$ cat config.mk
export PLATFORM = sky130hd
export DESIGN_NAME = note_replayer
export DESIGN_NICKNAME = d
export VERILOG_FILES = /design/src/rtl/note_replayer.sv
export SDC_FILE = /design/constraint.sdc
export NUM_CORES = 1
export LEC_CHECK = 0
export ABC_AREA = 1
export BUFFER_PORTS_ARGS = -buffer_cell sky130_fd_sc_hd__buf_2
export CAP_MARGIN = 20
export CORE_ASPECT_RATIO = 1.4
export CORE_MARGIN = 2
export CORE_UTILIZATION = 35
export CTS_CLUSTER_SIZE = 40
export DETAILED_ROUTE_END_ITERATION = 10
export GPL_TIMING_DRIVEN = 0
export PLACE_DENSITY = 0.57
export REMOVE_ABC_BUFFERS = 1
export SLEW_MARGIN = 20
export SYNTH_ARGS = -nofsm -noshare
export SYNTH_HDL_FRONTEND = slang
export SYNTH_SLANG_ARGS = --single-unit
$ cat constraint.sdc
create_clock -name clk -period 3.2 [get_ports clk]
set_input_delay 0.48 -clock clk [delete_from_list [all_inputs] [get_ports clk]]
set_output_delay 0.48 -clock clk [all_outputs]
set_load 0.05 [all_outputs]
$ cat src/rtl/note_replayer.sv
// Playback sequencer: fetches recorded note words from the note RAM
// and re-creates active-low key presses at their recorded tick times.
module note_replayer #(
  parameter int unsigned ADDR_W = 13,
  parameter int unsigned TIME_W = 13
) (
  input  logic                  clk,
  input  logic                  resetn,
  input  logic                  tick,
  input  logic                  start,
  input  logic                  stop,
  input  logic [ADDR_W-1:0]     num_notes,
  input  logic [2+2*TIME_W-1:0] rd_data,
  output logic                  rd_en,
  output logic [ADDR_W-1:0]     rd_addr,
  output logic [2:0]            key_n,
  output logic [TIME_W-1:0]     replay_time,
  output logic                  busy,
  output logic                  done
);

  localparam int unsigned DW = 2 + 2 * TIME_W;

  typedef enum logic [2:0] {
    IDLE,
    FETCH,
    LATCH,
    WAIT_START,
    PLAY,
    ADVANCE,
    FINISH
  } state_t;

  state_t              state, state_d;
  logic                start_q;
  logic                start_edge;
  logic                rd_en_d;
  logic [ADDR_W-1:0]   rd_addr_d;
  logic [ADDR_W-1:0]   addr_inc;
  logic [2:0]          key_n_d;
  logic [TIME_W-1:0]   time_d;
  logic                busy_d;
  logic                done_d;
  logic                clr_time;
  logic [ADDR_W-1:0]   n_lat, n_lat_d;
  logic [1:0]          key_r, key_d;
  logic [TIME_W-1:0]   st_r, st_d;
  logic [TIME_W-1:0]   dur_r, dur_d;
  logic [TIME_W-1:0]   rem, rem_d;
  logic [2:0]          key_low;

  assign start_edge = start & ~start_q;
  assign addr_inc   = rd_addr + ADDR_W'(1);

  // Map the latched 2-bit key code onto the active-low {do,re,mi} bus.
  always_comb begin
    key_low = 3'b111;
    case (key_r)
      2'b01:   key_low = 3'b011;
      2'b10:   key_low = 3'b101;
      2'b11:   key_low = 3'b110;
      default: key_low = 3'b111;
    endcase
  end

  // Next-state and next-output logic; stop overrides everything while busy.
  always_comb begin
    state_d   = state;
    rd_en_d   = 1'b0;
    rd_addr_d = rd_addr;
    key_n_d   = key_n;
    busy_d    = busy;
    done_d    = 1'b0;
    n_lat_d   = n_lat;
    key_d     = key_r;
    st_d      = st_r;
    dur_d     = dur_r;
    rem_d     = rem;
    clr_time  = 1'b0;
    unique case (state)
      IDLE: begin
        if (start_edge && !stop) begin
          n_lat_d   = num_notes;
          clr_time  = 1'b1;
          rd_addr_d = '0;
          busy_d    = 1'b1;
          if (num_notes == '0) begin
            state_d = FINISH;
            done_d  = 1'b1;
          end else begin
            state_d = FETCH;
            rd_en_d = 1'b1;
          end
        end
      end
      FETCH: begin
        state_d = LATCH;
      end
      LATCH: begin
        key_d = rd_data[DW-1 -: 2];
        st_d  = rd_data[2*TIME_W-1 -: TIME_W];
        dur_d = rd_data[TIME_W-1:0];
        if (rd_data[DW-1 -: 2] == 2'b00) begin
          state_d = ADVANCE;
        end else begin
          state_d = WAIT_START;
        end
      end
      WAIT_START: begin
        if (replay_time >= st_r) begin
          state_d = PLAY;
          key_n_d = key_low;
          rem_d   = (dur_r == '0) ? TIME_W'(1) : dur_r;
        end
      end
      PLAY: begin
        if (tick) begin
          if (rem <= TIME_W'(1)) begin
            key_n_d = 3'b111;
            state_d = ADVANCE;
          end else begin
            rem_d = rem - TIME_W'(1);
          end
        end
      end
      ADVANCE: begin
        rd_addr_d = addr_inc;
        if (addr_inc == n_lat) begin
          state_d = FINISH;
          done_d  = 1'b1;
        end else begin
          state_d = FETCH;
          rd_en_d = 1'b1;
        end
      end
      FINISH: begin
        busy_d  = 1'b0;
        state_d = IDLE;
      end
      default: begin
        state_d = IDLE;
      end
    endcase
    if (stop && state != IDLE) begin
      state_d = IDLE;
      key_n_d = 3'b111;
      rd_en_d = 1'b0;
      busy_d  = 1'b0;
      done_d  = 1'b0;
    end
  end

  // Replay clock: counts ticks while busy and sticks at all-ones.
  always_comb begin
    time_d = replay_time;
    if (clr_time) begin
      time_d = '0;
    end else if (busy && tick && replay_time != '1) begin
      time_d = replay_time + TIME_W'(1);
    end
  end

  // State, outputs and note registers.
  always_ff @(posedge clk or negedge resetn) begin
    if (!resetn) begin
      state       <= IDLE;
      start_q     <= 1'b0;
      rd_en       <= 1'b0;
      rd_addr     <= '0;
      key_n       <= 3'b111;
      replay_time <= '0;
      busy        <= 1'b0;
      done        <= 1'b0;
      n_lat       <= '0;
      key_r       <= 2'b00;
      st_r        <= '0;
      dur_r       <= '0;
      rem         <= '0;
    end else begin
      state       <= state_d;
      start_q     <= start;
      rd_en       <= rd_en_d;
      rd_addr     <= rd_addr_d;
      key_n       <= key_n_d;
      replay_time <= time_d;
      busy        <= busy_d;
      done        <= done_d;
      n_lat       <= n_lat_d;
      key_r       <= key_d;
      st_r        <= st_d;
      dur_r       <= dur_d;
      rem         <= rem_d;
    end
  end

endmodule

==> results.md <==
- Status: finished clean
- Design Power: 5.54 mW
- R2R depth: 8
- Synth async-reset ratio: 100%
- Core ar.: 14900 um^2
- ANT nets after route: 0
- Setup crit end: rd_addr[5]$_DFFE_PN0P_
- Sum Neg Setup Slack: 0 ns
- Die Height: 149 um
- Clk_lat worst skew: 0.34 ns
- M1 GR Usage: 20.7%
- Top Usage Layer GRT: met2
- Cts bufs inserted: 9
- Cells after synthesis: 714
- Synthesized area per cell: 7.35 um^2
- CP Launch Point: state[1]$_DFFE_PN0P_
- Area leader, netlist: dfrtp_1
- Vias post-DR: 4823
- Post-synthesis sequential area ratio: 43.0%
- CP cell instances: nor2_1 > inv_2 > nor2_2 > inv_2 > nor2_4 > inv_2 > nand2_1 > o21ai_0
- Worst-path fanout max: 27
- R2r startpoint: state[1]$_DFFE_PN0P_
- WL final: 13300 um
- Number of global-route vias before repair: 4648
- Final worst path period need: 2.53 ns
- DR iter-0 viols: 201
- Dpl cells: 969
- Num Clock Sinks: 90
- H-Tree Depth: 3
- Reg2reg setup slack: 0.67 ns
- Site Rows: 53
- Final hold viol count: 0
- Clock-pin slew on the worst setup and hold paths: 0.07 ns
- Leak pwr: 3.07 nW
- Top_reg_cell synth: dfrtp_1
- Synth warn: 0
- Die area: 16000 um^2
- Placed Area: 5870 um^2
- Wire length per cell: 13.4 um
- Post-Layout Inst Area: 6180 um^2
- First-pass GRT wire length: 22200 um
- DP HPWL: 10200 um
- Maximum number of pins on one net before global-route repair: 76
- Die Span X: 108 um
- Top post-synthesis cells by area: dfrtp_1 41%, nand2_1 15%, o21ai_0 6.6%
- Met3 GRT Util: 2.14%
- Worst Hold Class: input port to register
- Most numerous cell in the Yosys netlist: nand2_1
- Worst-margin pin slew: 0.744 ns
- Worst r2r dst: rd_addr[5]$_DFFE_PN0P_
- Area grow syn2layout: 17.7%
- First-pass DRT Iterations: 4
- Most frequent cells after synthesis: 215 x nand2_1, 91 x inv_1, 87 x dfrtp_1
- Slew Limit Fails: 0
- Pwr/cell area: 896 nW/um^2
- Layout filler cell count: 1587
- Critical Path Sink Type: register
- Skew final: 0.00636 ns
- WP data required: 3.41 ns
- Max Buffers Root-to-Sink: 2
- Antenna violations before repair: 2
- Ports: 78
- GP Congestion: 0.838
- Fin cells: 986
- Max-cap violations: 0
- Average via count per standard cell: 4.89
- Critical Setup Path Class: register to register
- Final period utilization: 79.2%
- Final setup viols: 0
- RSZ-0062 raised after global routing: false
- Slew headroom: 50.4%
- Post-synth EDFFs: 0
- Mapped Area: 5250 um^2
- Nets@finish: 852
- Maximum clock frequency: 395 MHz
- Worst path arrival time: 2.74 ns
- Drc violations: 0
- Port bufs: 77
- Crit start category: register
- GR Util All Layers: 17.4%
- Netlist cell types: 40
- Largest stage delay, worst path: 0.50 ns
- Post-synth top area share: 41.5%
- Post-synthesis register bit count: 90
- M2 GR Usage: 31.6%
- Crit-path most repeated cell: inv_2
- Layout cells sized above 1: 16.6%
- Global route overflow: 0
- Hold Slack: 0.278 ns
- Peak supply drop: 337 uV
- CTS tree: done
- Post_cts resized: 0
- Initial Utilization: 35.3%
- Slowest CP cell: nor2_4
- Root Driver: clkbuf_16
## layout by cell type (no fill, tap or decap), drive strengths merged
cell type,instances
o21a,1
nor4,7
a211oi,1
nor3,15
dfrtp,87
nand3b,4
nor2,58
nand3,45
clkinvlp,2
inv,97
clkinv,3
nor3b,1
or2,1
o221a,1
a31oi,2
buf,79
nand2,221
clkbuf,10
ha,17
o22ai,8
a21oi,26
dfstp,3
o21bai,1
o21ai,79
o311ai,2
xnor3,1
and2,2
bufinv,1
diode,1
nand4,13
xor2,4
dlygate4sd3,1
## layout make-up
class	instances	area [um^2]	area share [%]
Clock buffer	10	239	3.87
Clock inverter	5	55.1	0.891
Multi-Input combinational cell	510	2560	41.5
Timing Repair Buffer	80	457	7.39
Tap cell	192	240	3.89
Sequential cell	90	2260	36.5
Antenna cell	1	2.50	0.0405
Inverter	98	368	5.95
## report_power, final
part	total (mW)	switching [mW]	internal [mW]	leakage, nW
combinational	2.52	1.71	0.814	1.78
clock	1.08	0.455	0.620	0.140
sequential	1.94	0.337	1.60	1.15
total	5.54	2.50	3.04	3.07
## sequential cells by signal, indices dropped and copies added (netlist names)
name	cells
dur_r	13
n_lat	13
rd_addr	13
rem	13
replay_time	13
st_r	13
key_n	3
state	3
key_r	2
busy	1
done	1
rd_en	1
start_q	1
## cells by family (layout without fill, tap and decap cells)
group / count (synthesis) / in the layout / share of synthesized area, %
xor gates and xnor gates: 5 / 5 / 1.10
and+or+nand+nor: 367 / 367 / 31.3
other: 0 / 1 / 0
DFF: 90 / 90 / 43.0
buffers and inverters: 114 / 193 / 8.39
adders and majority gates: 17 / 17 / 4.05
AOI/OAI and AO/OA: 121 / 121 / 12.2
## layer usage
metal  wire length, um  up-vias  share of wire, %
met4               213        2               1.6
met3               501       17               3.8
li1                  -     2475                 -
met2              6880       93                52
met5                 8        -             0.060
met1              5650     2236                43
## timing repair
item | 4_1_cts | 5_1_grt
hold buffers | 1 | 0
endpoints found under the setup margin | 0 | 0
buffers inserted | 0 | 0
hold endpoints to repair | 15 | 0
## per-stage QoR
stage	util (%)	worst slack, ns
after floorplan	-	0.866
after global placement	39.1	0.0997
after detailed placement	39.5	0.652
after CTS	41.6	0.640
after global routing	41.6	0.457
final	41.6	0.666
## worst max-delay path, delay by kind of cell, from the launching register on
| family | cells | cell delay [ns] |
|---|---|---|
| simple gates | 4 | 1.31 |
| buf+inv | 3 | 0.50 |
| flops | 1 | 0.42 |
| compound gates | 1 | 0.15 |
## worst min-delay path by stage
stage	startpoint	slack (ns)	endpoint	cells after the start
after global routing	start	0.28	start_q$_DFF_PN0_	1
after detailed placement	resetn	0.33	rd_addr[8]$_DFFE_PN0P_	1
final	start	0.28	start_q$_DFF_PN0_	1
after global placement	n_lat[4]$_DFFE_PN0P_	0.48	n_lat[4]$_DFFE_PN0P_	2
after CTS	start	0.27	start_q$_DFF_PN0_	1
after floorplan	resetn	0.18	busy$_DFFE_PN0P_	0
Note: power is estimated with default switching activity, not from simulation.
